## src/rtl/id_ex_stage.sv

```systemverilog
// Decode-to-execute pipeline register with valid/ready handshake.
// Builds the ALU control code and selects operand1 for the execute stage.
module id_ex_stage #(
    parameter int DATA_W     = 32,
    parameter int REG_ADDR_W = 5
) (
    input  logic                  clk,
    input  logic                  reset_n,
    input  logic                  in_valid,
    output logic                  in_ready,
    input  logic                  flush,
    input  logic [DATA_W-1:0]     rs_data,
    input  logic [DATA_W-1:0]     rt_data,
    input  logic [15:0]           imm16,
    input  logic                  imm_sext,
    input  logic                  alu_src,
    input  logic [1:0]            alu_op,
    input  logic [5:0]            funct,
    input  logic [REG_ADDR_W-1:0] rd_in,
    input  logic                  reg_write_in,
    output logic                  out_valid,
    input  logic                  out_ready,
    output logic [DATA_W-1:0]     operand0,
    output logic [DATA_W-1:0]     operand1,
    output logic [3:0]            control,
    output logic [REG_ADDR_W-1:0] rd_out,
    output logic                  reg_write_out,
    output logic                  illegal
);

    logic              accept;
    logic [3:0]        ctrl_d;
    logic              illegal_d;
    logic [DATA_W-1:0] imm_ext;
    logic [DATA_W-1:0] op1_d;

    assign in_ready = !out_valid || out_ready;
    assign accept   = in_valid && in_ready;

    assign imm_ext = imm_sext ? {{(DATA_W-16){imm16[15]}}, imm16}
                              : {{(DATA_W-16){1'b0}}, imm16};
    assign op1_d   = alu_src ? imm_ext : rt_data;

    always_comb begin
        ctrl_d    = 4'b0010;
        illegal_d = 1'b0;
        unique case (alu_op)
            2'b00: ctrl_d = 4'b0010;
            2'b01: ctrl_d = 4'b0110;
            2'b11: ctrl_d = 4'b0001;
            2'b10: begin
                case (funct)
                    6'b100000: ctrl_d = 4'b0010;
                    6'b100010: ctrl_d = 4'b0110;
                    6'b100100: ctrl_d = 4'b0000;
                    6'b100101: ctrl_d = 4'b0001;
                    6'b100110: ctrl_d = 4'b0011;
                    6'b100111: ctrl_d = 4'b1100;
                    6'b101010: ctrl_d = 4'b0111;
                    default:   illegal_d = 1'b1;
                endcase
            end
        endcase
    end

    // Flush beats accept; a drained bundle with no replacement clears valid.
    always_ff @(posedge clk) begin
        if (!reset_n) begin
            out_valid     <= 1'b0;
            operand0      <= '0;
            operand1      <= '0;
            control       <= 4'b0000;
            rd_out        <= '0;
            reg_write_out <= 1'b0;
            illegal       <= 1'b0;
        end else if (flush) begin
            out_valid <= 1'b0;
        end else if (accept) begin
            out_valid     <= 1'b1;
            operand0      <= rs_data;
            operand1      <= op1_d;
            control       <= ctrl_d;
            rd_out        <= rd_in;
            reg_write_out <= reg_write_in && !illegal_d;
            illegal       <= illegal_d;
        end else if (out_valid && out_ready) begin
            out_valid <= 1'b0;
        end
    end

endmodule

```

## config.mk

```make
export PLATFORM = sky130hd
export DESIGN_NAME = id_ex_stage
export DESIGN_NICKNAME = d
export VERILOG_FILES = /design/src/rtl/id_ex_stage.sv
export SDC_FILE = /design/constraint.sdc
export NUM_CORES = 1
export LEC_CHECK = 0
export ABC_AREA = 1
export ABC_CLOCK_PERIOD_IN_PS = 2290
export CORE_ASPECT_RATIO = 0.6
export CORE_UTILIZATION = 41
export DETAILED_ROUTE_END_ITERATION = 7
export GPL_ROUTABILITY_DRIVEN = 0
export GPL_TIMING_DRIVEN = 0
export PLACE_DENSITY = 0.85
export SYNTH_ARGS = -nofsm -noshare
export SYNTH_HDL_FRONTEND = slang
export SYNTH_SLANG_ARGS = --single-unit
```

## constraint.sdc

```tcl
create_clock -name clk -period 2.29 [get_ports clk]
set_input_delay 0.687 -clock clk [delete_from_list [all_inputs] [get_ports clk]]
set_output_delay 0.687 -clock clk [all_outputs]
set_load 0.1 [all_outputs]
```

==> metrics.cfg <==
[grt]
grt_max_degree=13
busiest_layer=met2
grt_pass1_vias=3402
grt_use_met1_pct=31.4
antenna_found_initial=0
grt_pass1_wl_mm=16.3
grt_usage_pct=26.0
use_met3_pct=9.11
overflow=0
grt_use_met2_pct=43.4

[synthesis]
synth_cells=436
synth_cell_type_count=25
ys_ff_latch=76
ys_seq_area_share_pct=47.8
syn_nets=537
netlist_area_mm2=0.00319
synth_area_per_cell_um2=7.31
yosysWarnings=0

[power]
p_per_area_mw_per_mm2=800
p_leak_nw=2.52
peakVddDrop_mv=0.422

[route]
routed_via_density=4.84
wire_per_inst_um=14.4
dr.pass1.iters=5
ant_nets=0
drtIter0Drc=292
num_vias=3546
detail_route.drc_violations=0
routed_wirelength_mm=10.6

[floorplanning]
die_area_mm2=0.00814
start_util_pct=43.1
coreArea_mm2=0.00739
io_pins=178
placementRows=24
die_h_um=70.3
dieWidth_um=116

[clock_tree]
cts_buffer_depth=2
htree_levels=3
post_cts_buffers=0
holdBufCountCts=0
clock-root-buffer=clkbuf_16
cts_tree=built
numCtsBuffers=9
clock-sinks=76
clk_latency_ns=0.33
clk_pin_slew_worst_paths_ns=0.06

[setup_path]
cp_cell_sequence=clkdlybuf4s50_1 -> inv_2 -> nand2_2 -> buf_6
cp_data_required_time_ns=1.60
cp.arrival_ns=1.56
crit_type=input port to output pin
critPathSlowestCell=clkdlybuf4s50_1
critPathCaptureType=output pin
start_kind=input port
critPathMaxFanout=3
cpPeakStageDelay_ns=0.49
ff2ff_path_depth=5

[timing]
maxSlewHeadroom_pct=32.8
drv_slew=0
fin_setup_tns_ns=0
setup_ws_ns=0.0439
rsz0062_at_grt=no
fmax_ghz=0.445
finalHoldViolCount=0
fin_crit_ns=2.25
finalCritPeriodShare_pct=98.1
fin_skew_ns=0.00291
setup_viol=0
worst_pin_slew_ns=1.01

[cells_and_area]
layout_commonest_cell=clkdlybuf4s50_1
final_cell_mix=clkdlybuf4s50_1, nor2_1, dfxtp_1, dlygate4sd2_1, o21ai_0
drive_above_1_share_pct=8.74
syn_to_final_growth_pct=67.9
nets=725
final_core_util_pct=72.4
diodes=0
fillers=612

[place]
portBuffers=177
place_hpwl_mm=8.13
pre_cts_ws_ns=-0.851

[job]
drv_cap=0

[hold_path]
min_path_cells=2
hold_class=flip-flop to flip-flop

[status]
status=completed

-- report_power, final --
group	internal (W)	switching [W]
combinational	0.000320	0.000851
clock	0.00112	0.000536
sequential	0.00141	0.0000404
-- through the flow --
step           hold WS, ns  area (µm²)  std cells  power, W
2_1_floorplan        0.758        3190        436   0.00229
3_3_place_gp         0.451        5090        717   0.00268
3_5_place_dp         0.455        5090        717   0.00270
4_1_cts              0.462        5350        733   0.00430
5_1_grt              0.487        5350        733   0.00441
6_report             0.461        5350        733   0.00428
-- cell usage after synthesis --
cell / instances / area, µm²
nor2_1: 95 / 357
dfxtp_1: 76 / 1520
o21ai_0: 53 / 265
a21oi_1: 52 / 260
nand2_1: 42 / 158
inv_1: 40 / 150
o21ai_1: 21 / 105
clkbuf_1: 12 / 45.0
buf_2: 11 / 55.1
nand3_2: 5 / 50.1
buf_4: 4 / 30.0
inv_2: 4 / 15.0
nand3_1: 3 / 15.0
nor2_4: 3 / 33.8
a21oi_2: 2 / 17.5
buf_6: 2 / 22.5
nand2_2: 2 / 12.5
nor2_2: 2 / 12.5
a211oi_1: 1 / 7.51
a21oi_4: 1 / 16.3
clkinv_2: 1 / 5.00
nand2_4: 1 / 11.3
nand4_1: 1 / 6.26
nor3_1: 1 / 5.00
o2111ai_1: 1 / 8.76
-- flip-flops by register name, summed over array words and instances (netlist names) --
register,flops
operand0,32
illegal,1
operand1,32
rd_out,5
control,4
out_valid,1
reg_write_out,1
-- critical path, delay by kind of cell --
family	cells	cell delay [ns]
AND/OR/NAND/NOR	1	0.10
buffers and inverters	3	0.77
-- logic make-up after synthesis --
family / after synthesis / synth area share, %
DFF: 76 / 47.8
AOI/OAI and AO/OA: 131 / 21.4
and+or+nand+nor: 155 / 20.7
buffers and inverters: 74 / 10.1
-- repair_timing --
item / in CTS / in global routing
setup endpoints to repair: 77 / 1
cloned: 0 / 0
gates resized for setup: 83 / 1
pin swaps: 0 / 0
-- worst paths after layout --
check | start | slack [ns] | to
setup / recovery | out_ready | 0.04 | in_ready
hold / removal | operand1[21] | 0.46 | operand1[21]
setup reg to reg | out_valid | 1.00 | operand0[24]
hold reg to reg | operand1[21] | 0.46 | operand1[21]
-- layout make-up --
cell class	count	area, µm²	share of cell area (%)
sequential	76	1520	28.5
timing repair buffer	177	1680	31.4
inverter	45	170	3.18
clock inverter	4	95.1	1.78
multi-input combinational	286	1340	25.1
tap	104	130	2.43
buffer	29	153	2.85
clock buffer	12	256	4.80
-- metal layers --
layer	wire length [µm]	part of all wire (%)
met5	0	0
met4	170	1.6
met3	918	8.7
met2	4810	45
met1	4680	44
No activity file was read; power rests on OpenSTA's default activity.
